### src/rtl/uart_frame_pkg.sv
// Shared types and constants for the UART frame receive path.
package uart_frame_pkg;

  typedef enum logic [2:0] {
    ST_IDLE    = 3'd0,
    ST_LEN     = 3'd1,
    ST_PAYLOAD = 3'd2,
    ST_CSUM    = 3'd3,
    ST_HOLD    = 3'd4
  } frame_state_t;

  localparam logic [7:0] SYNC_DEFAULT = 8'hA5;

  // Inter-byte timeout in clock cycles for nbytes 10-bit character times.
  function automatic int unsigned timeout_cycles(input int unsigned clk_hz,
                                                 input int unsigned baud,
                                                 input int unsigned nbytes);
    return (clk_hz / baud) * 10 * nbytes;
  endfunction

endpackage

### src/rtl/uart_frame_buf.sv
// Payload buffer: simple dual-port RAM, one write port, one registered read port.
module uart_frame_buf #(
  parameter int unsigned DEPTH = 32,
  parameter int unsigned AW    = $clog2(DEPTH)
) (
  input  logic          clk,
  input  logic          rst_n,
  input  logic          wr_en,
  input  logic [AW-1:0] wr_addr,
  input  logic [7:0]    wr_data,
  input  logic [AW-1:0] rd_addr,
  output logic [7:0]    rd_data
);

  logic [7:0] mem [DEPTH];

  // Storage array; contents are intentionally not reset.
  always_ff @(posedge clk) begin
    if (wr_en) begin
      mem[wr_addr] <= wr_data;
    end
  end

  // Registered read port, read-before-write on address collision.
  always_ff @(posedge clk or negedge rst_n) begin
    if (!rst_n) begin
      rd_data <= '0;
    end else begin
      rd_data <= mem[rd_addr];
    end
  end

endmodule

### src/rtl/uart_rx_frame_ctrl.sv
// Frame controller: SYNC/LEN/payload/CSUM sequencing, inter-byte timeout,
// and a single held payload released by the consumer's acknowledge.
module uart_rx_frame_ctrl
  import uart_frame_pkg::*;
#(
  parameter int unsigned CLK_FREQ_HZ   = 72_000_000,
  parameter int unsigned BAUD_RATE     = 115_200,
  parameter int unsigned MAX_PAYLOAD   = 32,
  parameter logic [7:0]  SYNC_BYTE     = SYNC_DEFAULT,
  parameter int unsigned TIMEOUT_BYTES = 4,
  localparam int unsigned LW = $clog2(MAX_PAYLOAD + 1),
  localparam int unsigned AW = $clog2(MAX_PAYLOAD)
) (
  input  logic          clk,
  input  logic          rst_n,
  input  logic [7:0]    rx_data,
  input  logic          rx_valid,
  input  logic          rx_error,
  output logic          frame_ready,
  output logic [LW-1:0] frame_len,
  input  logic [AW-1:0] rd_addr,
  output logic [7:0]    rd_data,
  input  logic          frame_ack,
  output logic          busy,
  output logic          err_csum,
  output logic          err_len,
  output logic          err_timeout,
  output logic          err_rx,
  output logic          drop
);

  localparam int unsigned TMO_LIMIT = timeout_cycles(CLK_FREQ_HZ, BAUD_RATE, TIMEOUT_BYTES);
  localparam int unsigned TW        = $clog2(TMO_LIMIT + 1);

  frame_state_t  state_q, state_d;
  logic [LW-1:0] len_q, len_d;
  logic [AW-1:0] idx_q, idx_d;
  logic [7:0]    csum_q, csum_d;
  logic [TW-1:0] tmo_q, tmo_d;

  logic          frame_ready_d, busy_d, drop_d;
  logic          err_csum_d, err_len_d, err_timeout_d, err_rx_d;
  logic [LW-1:0] frame_len_d;

  logic          in_frame_c, byte_c, len_ok_c, last_c, tmo_exp_c, buf_we_c;

  assign in_frame_c = (state_q == ST_LEN) || (state_q == ST_PAYLOAD) || (state_q == ST_CSUM);
  // Within a frame an error on the same cycle as a byte wins over the byte.
  assign byte_c     = rx_valid && !rx_error;
  assign len_ok_c   = (rx_data != 8'd0) && (32'(rx_data) <= MAX_PAYLOAD);
  assign last_c     = (LW'(idx_q) + LW'(1)) == len_q;
  assign tmo_exp_c  = (tmo_q == TW'(TMO_LIMIT - 1));

  // State and datapath registers.
  always_ff @(posedge clk or negedge rst_n) begin
    if (!rst_n) begin
      state_q <= ST_IDLE;
      len_q   <= '0;
      idx_q   <= '0;
      csum_q  <= '0;
      tmo_q   <= '0;
    end else begin
      state_q <= state_d;
      len_q   <= len_d;
      idx_q   <= idx_d;
      csum_q  <= csum_d;
      tmo_q   <= tmo_d;
    end
  end

  // Registered status outputs and event pulses.
  always_ff @(posedge clk or negedge rst_n) begin
    if (!rst_n) begin
      frame_ready <= 1'b0;
      frame_len   <= '0;
      busy        <= 1'b0;
      err_csum    <= 1'b0;
      err_len     <= 1'b0;
      err_timeout <= 1'b0;
      err_rx      <= 1'b0;
      drop        <= 1'b0;
    end else begin
      frame_ready <= frame_ready_d;
      frame_len   <= frame_len_d;
      busy        <= busy_d;
      err_csum    <= err_csum_d;
      err_len     <= err_len_d;
      err_timeout <= err_timeout_d;
      err_rx      <= err_rx_d;
      drop        <= drop_d;
    end
  end

  // Next-state, datapath and output decode.
  always_comb begin
    state_d       = state_q;
    len_d         = len_q;
    idx_d         = idx_q;
    csum_d        = csum_q;
    tmo_d         = '0;
    buf_we_c      = 1'b0;
    err_csum_d    = 1'b0;
    err_len_d     = 1'b0;
    err_timeout_d = 1'b0;
    err_rx_d      = 1'b0;
    drop_d        = 1'b0;

    if (in_frame_c) begin
      tmo_d = rx_valid ? '0 : tmo_q + TW'(1);
    end

    unique case (state_q)
      ST_IDLE: begin
        if (rx_valid && (rx_data == SYNC_BYTE)) begin
          state_d = ST_LEN;
        end
      end
      ST_LEN: begin
        if (byte_c) begin
          if (len_ok_c) begin
            len_d   = LW'(rx_data);
            idx_d   = '0;
            csum_d  = rx_data;
            state_d = ST_PAYLOAD;
          end else begin
            err_len_d = 1'b1;
            state_d   = ST_IDLE;
          end
        end
      end
      ST_PAYLOAD: begin
        if (byte_c) begin
          buf_we_c = 1'b1;
          csum_d   = csum_q ^ rx_data;
          idx_d    = idx_q + AW'(1);
          if (last_c) begin
            state_d = ST_CSUM;
          end
        end
      end
      ST_CSUM: begin
        if (byte_c) begin
          if (rx_data == csum_q) begin
            state_d = ST_HOLD;
          end else begin
            err_csum_d = 1'b1;
            state_d    = ST_IDLE;
          end
        end
      end
      ST_HOLD: begin
        drop_d = rx_valid;
        if (frame_ack) begin
          state_d = ST_IDLE;
        end
      end
      default: state_d = ST_IDLE;
    endcase

    // Frame supervision: receiver error first, then timeout if no byte arrived.
    if (in_frame_c && rx_error) begin
      state_d  = ST_IDLE;
      err_rx_d = 1'b1;
    end else if (in_frame_c && !rx_valid && tmo_exp_c) begin
      state_d       = ST_IDLE;
      err_timeout_d = 1'b1;
    end

    if (!((state_d == ST_LEN) || (state_d == ST_PAYLOAD) || (state_d == ST_CSUM))) begin
      tmo_d = '0;
    end

    frame_ready_d = (state_d == ST_HOLD);
    frame_len_d   = (state_d == ST_HOLD) ? len_q : '0;
    busy_d        = (state_d == ST_LEN) || (state_d == ST_PAYLOAD) || (state_d == ST_CSUM);
  end

  uart_frame_buf #(
    .DEPTH (MAX_PAYLOAD),
    .AW    (AW)
  ) u_buf (
    .clk     (clk),
    .rst_n   (rst_n),
    .wr_en   (buf_we_c),
    .wr_addr (idx_q),
    .wr_data (rx_data),
    .rd_addr (rd_addr),
    .rd_data (rd_data)
  );

endmodule

### config.mk
export PLATFORM = sky130hd
export DESIGN_NAME = uart_rx_frame_ctrl
export DESIGN_NICKNAME = d
export VERILOG_FILES = /design/src/rtl/uart_frame_pkg.sv /design/src/rtl/uart_frame_buf.sv /design/src/rtl/uart_rx_frame_ctrl.sv
export SDC_FILE = /design/constraint.sdc
export NUM_CORES = 1
export LEC_CHECK = 0
export ABC_AREA = 1
export CORE_MARGIN = 2
export CORE_UTILIZATION = 40
export CTS_CLUSTER_SIZE = 12
export DETAILED_ROUTE_END_ITERATION = 10
export GPL_TIMING_DRIVEN = 0
export SYNTH_ARGS = -nofsm -noshare
export SYNTH_HDL_FRONTEND = slang
export SYNTH_HIERARCHICAL = 1
export SYNTH_SLANG_ARGS = --single-unit
### constraint.sdc
create_clock -name clk -period 2.3 [get_ports clk]
set_input_delay 0.575 -clock clk [delete_from_list [all_inputs] [get_ports clk]]
set_output_delay 0.575 -clock clk [all_outputs]
set_load 0.02 [all_outputs]
# Word level (Yosys, flattened, before mapping)
# Memory sizes are Yosys's and may differ from the RTL's. A register that Yosys moved wholly into a read port is not among the register bits.
# Index checks and enable logic that the tools add are counted.
[word_totals] mem_bits_ro=0 elab_cells=89 ramBits=256 out_inout_bits=21 input_bits=18 n_memories=1 latch_bits=0 reg_bits=50
[op_classes] n_addsub=3 mul=0 div=0 n_mux=37 order_cmp=1 reduce_logical=18 eq_ne=15 bitwise=1 shifts=0
[mem_list] name="u_buf.mem" depth=32 width=8 rd=1 rd_ports_with_merged_regs=1 wr=1 line="uart_frame_buf.sv:15" source="logic [7:0] mem [DEPTH];"
[op_table] operator="2-to-1 mux 15 bit" count=3
[op_table] operator="2-to-1 mux 3 bit" count=9
[op_table] operator="2-to-1 mux 8 bit" count=3
[op_table] operator="case mux 8 bit (2 select lines)" count=1
[op_table] operator="adder 15 x 1 -> 15 bit, second input constant" count=1
[op_table] operator="equality test 15 bit, second input constant" count=1
[op_table] operator="2-to-1 mux 5 bit" count=3
[op_table] operator="case mux 3 bit (5 select lines)" count=1
[op_table] operator="2-to-1 mux 1 bit" count=14
[op_table] operator="equality test 3 x 2 -> 1 bit, second input constant" count=4
[op_table] operator="case mux 5 bit (2 select lines)" count=1
[op_table] operator="equality test 8 bit" count=1
[op_table] operator="equality test 8 bit, second input constant" count=1
[op_table] operator="<= comparator 8 x 6 -> 1 bit, second input constant" count=1
[op_table] operator="nonzero test 8 bit" count=1
[op_table] operator="bitwise XOR 8 bit" count=1
[op_table] operator="adder 5 x 1 -> 6 bit, second input constant" count=1
[op_table] operator="equality test 3 x 1 -> 1 bit, second input constant" count=2
[op_table] operator="equality test 3 bit, second input constant" count=2
[op_table] operator="equality test 6 bit" count=1
[op_table] operator="logical AND 1 bit" count=6
[op_table] operator="2-to-1 mux 6 bit" count=1
[op_table] operator="!= test 2 bit, second input constant" count=3
[op_table] operator="adder 5 x 1 -> 5 bit, second input constant" count=1
[op_table] operator="7 further kinds" count=12

# Depth between registers and ports, before layout
[logic_depth] word_depth=11 depth_mapped=12 mapped_depth_nobuf=11

# By module
# The synthesis kept the hierarchy.
[by_module_without_submodules] module="uart_frame_buf" area_each_um2=10826.6 seq_area_each_um2=7887.6 n_inst=1 cells_each=922
[by_module_without_submodules] module="uart_rx_frame_ctrl" area_each_um2=2661.3 seq_area_each_um2=1251.2 n_inst=1 cells_each=323

# Worst setup path after synthesis
# OpenSTA, ideal clock, no wires.
[synth_path] path_kind="input to register" start="input port rx_error" end="memory u_buf.mem[11][0], enable pin" cell_stages=5 t_required_ns=1.930 setup_ns=0.370 n_path_buf=0 path_slack_ns=0.378 arrival_time_ns=1.552 path_cell_list="inv_1 nand2_2 nor2_4 nand3_1 nor2_1"
[synth_between] elab_chain_len=6
[synth_lines] item="from (decl)" line="uart_rx_frame_ctrl.sv:18" source="input logic rx_error,"
[synth_lines] item="zero test 1 bit" line="uart_rx_frame_ctrl.sv:49" source="assign byte_c = rx_valid && !rx_error;"
[synth_lines] item="logical AND 1 bit" line="uart_rx_frame_ctrl.sv:49"
[synth_lines] item="2-to-1 mux 1 bit" line="uart_rx_frame_ctrl.sv:132" source="if (byte_c) begin"
[synth_lines] item="2-to-1 mux 1 bit" line="uart_rx_frame_ctrl.sv:112" source="unique case (state_q)"
[synth_lines] item="net buf_we_c" line="uart_rx_frame_ctrl.sv:45" source="logic in_frame_c, byte_c, len_ok_c, last_c, tmo_exp_c, buf_we_c;"
[synth_lines] item="2-to-1 mux 1 bit" line="uart_frame_buf.sv:19" source="if (wr_en) begin"
[synth_lines] item="2-to-1 mux 1 bit (not written as such)" line="uart_frame_buf.sv:20" source="mem[wr_addr] <= wr_data;"
[synth_lines] item="to (decl)" line="uart_frame_buf.sv:15"
# The timed path passes the listed nets, and every way through them passes these cells.

# Worst setup path after layout
[layout_path] start="register state_q[2]" end="memory u_buf.mem[2][7], enable pin"
[layout_between] elab_chain_len=4
[layout_lines] item="from (decl)" line="uart_rx_frame_ctrl.sv:35" source="frame_state_t state_q, state_d;"
[layout_lines] item="from (signal assigned)" line="uart_rx_frame_ctrl.sv:63" source="state_q <= state_d;"
[layout_lines] item="equality test 3 x 2 -> 1 bit" line="uart_rx_frame_ctrl.sv:112"
[layout_lines] item="2-to-1 mux 1 bit" line="uart_rx_frame_ctrl.sv:112"
[layout_lines] item="net buf_we_c" line="uart_rx_frame_ctrl.sv:45"
[layout_lines] item="2-to-1 mux 1 bit" line="uart_frame_buf.sv:19"
[layout_lines] item="2-to-1 mux 1 bit (not written as such)" line="uart_frame_buf.sv:20"
# The timed path passes the listed nets, and every way through them passes these cells.

==> results by group <==
Critical path
  – Critical Path Sink Type: flop
  – R2R setup slack: 0.02 ns
  – Worst Path Max Fanout: 8
  – CP Class: flop to flop
  – Worst EP required: 2.46 ns
  – CP Data Arrival Time: 2.44 ns
  – Critical path's slowest cell: nor2_4
  – Peak per-stage delay on the critical path: 0.50 ns
  – Crit path cell chain: inv_2 > nand3_4 > nor2_4 > nand3_2 > nor2_4
  – Critical Path Start Type: flop
  – CP dominant cell by count: nor2_4

Final layout
  – # fillers: 3,157
  – Cell area after layout: 15,800 um^2
  – Layout cells sized above 1: 0.129
  – Area Growth Syn to Fin: 16.9%
  – Register area: 9140 um^2
  – Area of the multi-input gates: 3940 um^2
  – Diode count: 0
  – Layout net count: 1,340

Logic synthesis
  – Most numerous cell in the Yosys netlist: nand2_1
  – Async S/R FF share, synth: 0.185
  – Main combinational cell family by area after synthesis: simple AND/OR/NAND/NOR gates
  – Post-synthesis adder-cell area fraction: 0.00186
  – Top cells by count, synth: nand2_1, edfxtp_1, nand3_1
  – Post-Synthesis Cells: 1,245
  – Yosys top cell area share: 0.570
  – Leading area contributor after synthesis: edfxtp_1
  – Post-synthesis simple-gate area fraction: 0.238
  – Synthesized flop and latch total: 314
  – Ranking of synthesized cells by area: edfxtp_1, nand2_1, dfrtp_1
  – Post-synthesis xor/xnor area fraction: 0.00519
  – Synth Flop Type: edfxtp_1
  – Sequential area share after synthesis: 0.678
  – Cell area after synthesis: 13,500 um^2
  – Avg Synthesized Cell Area: 10.8 um^2
  – Number of distinct library cells after synthesis: 38
  – Mux cell area share after synthesis: 0.00223
  – Compound-Gate Fraction of Synth Area: 0.0253
  – EDFF count, synth: 256
  – Yosys warns: 6
  – Syn_nets: 1,265

Worst hold path
  – Hold WC Path Type: input port to async pin

Timing
  – Crit path time final: 2.28 ns
  – Hold Vio Cnt, Final: 0
  – Pins Over Slew Limit: 0
  – Top achievable clock speed: 438 MHz
  – Final Hold Slack: 0.152 ns
  – Final clock skew: 0.0210 ns
  – Setup TNS: 0 ns
  – Crit share post-route: 0.992
  – RSZ-0062 raised after global routing: yes
  – Max-slew headroom: 0.419
  – Slew @ Worst Pin: 0.871 ns
  – Final setup fails: 0
  – PnR worst setup slack: 0.0185 ns

Floorplan
  – Chip Height: 188 um
  – Core area: 33,400 um^2
  – Placement Rows: 67
  – Chip width: 188 um
  – # IOs: 39
  – Die area: 35,200 um^2
  – Initial Utilization: 0.404

GRT
  – GR Overflow Total: 0
  – Met1 usage: 0.271
  – Largest net degree at the start of global routing: 59
  – Global Route met2 Usage: 0.305
  – Initial antenna violation count: 0
  – Vias in the first global route: 8,925
  – First-pass GRT wire length: 51,500 um
  – Grt met3 use: 0.0322
  – Gr usage total: 0.191
  – GRT Max-Usage Layer: met2

Routing
  – Routed WL per cell: 18.8 um
  – Iter 0 DRT Violations: 750
  – Vias per cell: 5.17
  – DRC: 0
  – Via count: 9,276
  – WL final: 33,700 um
  – Routed Antenna Nets: 0
  – 1st-pass router iterations: 8

Power
  – Peak supply drop: 0.592 mV
  – PD cells: 875 nW/um^2
  – Leakage power: 5.97 nW

Run status
  – Status: finished clean

Clock network
  – Clock Path Buffers: 3
  – Latest clock arrival within the worst-skew pair: 0.51 ns
  – Root buffer selected by CTS: clkbuf_16
  – CTS tree: built
  – Clk slew on worst S/H paths: 0.06 ns
  – CTS sink count: 314
  – Hold_buf cts: 0
  – CTS HTree Levels: 2
  – Total CTS buffers: 35

Placement
  – Worst slack at placement: -0.729 ns
  – GP Congestion: 0.886
  – Post-DP Area: 14,400 um^2
  – Hpwl dp: 21,900 um
  – IO Port Bufs: 35

Run
  – Max-cap viol count: 0
## layout make-up
class                   count  area share
flip-flops and latches    314       0.580
clock inverters            12     0.00635
clock buffers              51      0.0620
plain buffers              58      0.0290
repair buffers             38      0.0240
inverters                  56      0.0133
multi-input cells         817       0.250
well taps                 448      0.0356
## sequential cells by signal, indices dropped and copies added, names as in the netlist
signal         cells
state_q            3
busy               1
u_buf/rd_data      8
u_buf/mem        256
csum_q             8
err_len            1
frame_ready        1
frame_len          6
tmo_q             15
err_rx             1
drop               1
len_q              6
err_timeout        1
idx_q              5
err_csum           1
## stage by stage
stage,std cells,power [mW],util
after global routing,1794,14.4,0.472
after CTS,1792,13.8,0.465
final,1794,13.8,0.472
after detailed placement,1729,8.52,0.431
after global placement,1728,8.52,0.432
after floorplan,1245,7.89,-
## kinds of logic after synthesis
kind of cell             count (synthesis)
AO/OA/AOI/OAI                           58
XOR/XNOR                                 8
adder cells (fa/ha/maj)                  2
buffers and inverters                  114
flip-flops                             314
multiplexers                             3
AND/OR/NAND/NOR                        746
## routing by layer
layer / routed length, um / share of wire
met5: 0 / 0
met4: 843 / 0.025
met3: 2270 / 0.068
met2: 15400 / 0.46
met1: 15200 / 0.45
## critical path: cells and delay by family, from the launching register on
family / cells / cell delay [ns]
and+or+nand+nor: 4 / 1.35
buffers and inverters: 1 / 0.13
DFF: 1 / 0.44
## worst paths after layout
check	start	end	cells after the start
worst max-delay path	state_q[2]	u_buf/mem[2][7]	5
worst min register to register	csum_q[4]	csum_q[4]	2
min in group clk	rd_addr[4]	u_buf/rd_data[6]	3
worst min-delay path	rst_n	tmo_q[12]	1
worst max register to register	state_q[2]	u_buf/mem[2][7]	5
max in group asynchronous	rst_n	csum_q[7]	1
## cells in the final DEF, fill, tap and decap left out, types with 8 or more instances in the layout
master	n
inv_1	47
nand3_1	226
buf_6	27
nor2_1	22
nand2_1	423
xor2_1	8
clkdlybuf4s50_1	26
inv_2	8
dfrtp_1	58
clkbuf_16	36
clkbuf_1	21
edfxtp_1	256
nand4_1	10
o21ai_0	24
a21oi_2	9
buf_2	21
o21ai_1	9
a21oi_1	10
nor2_4	33
## power by group
part	internal (mW)	leakage, nW	total (mW)	switching [mW]
Sequential	6.40	3.07	6.61	0.211
Combinational	0.590	2.39	1.98	1.39
Clock	3.07	0.520	5.21	2.14
Total	10.1	5.97	13.8	3.74
## repair_timing
action / 4_1_cts / 5_1_grt
resized for setup: 26 / 46
setup endpoints to repair: 248 / 273
pin swaps: 0 / 5
setup buffers: 0 / 2
(Power assumes the default switching activity.)
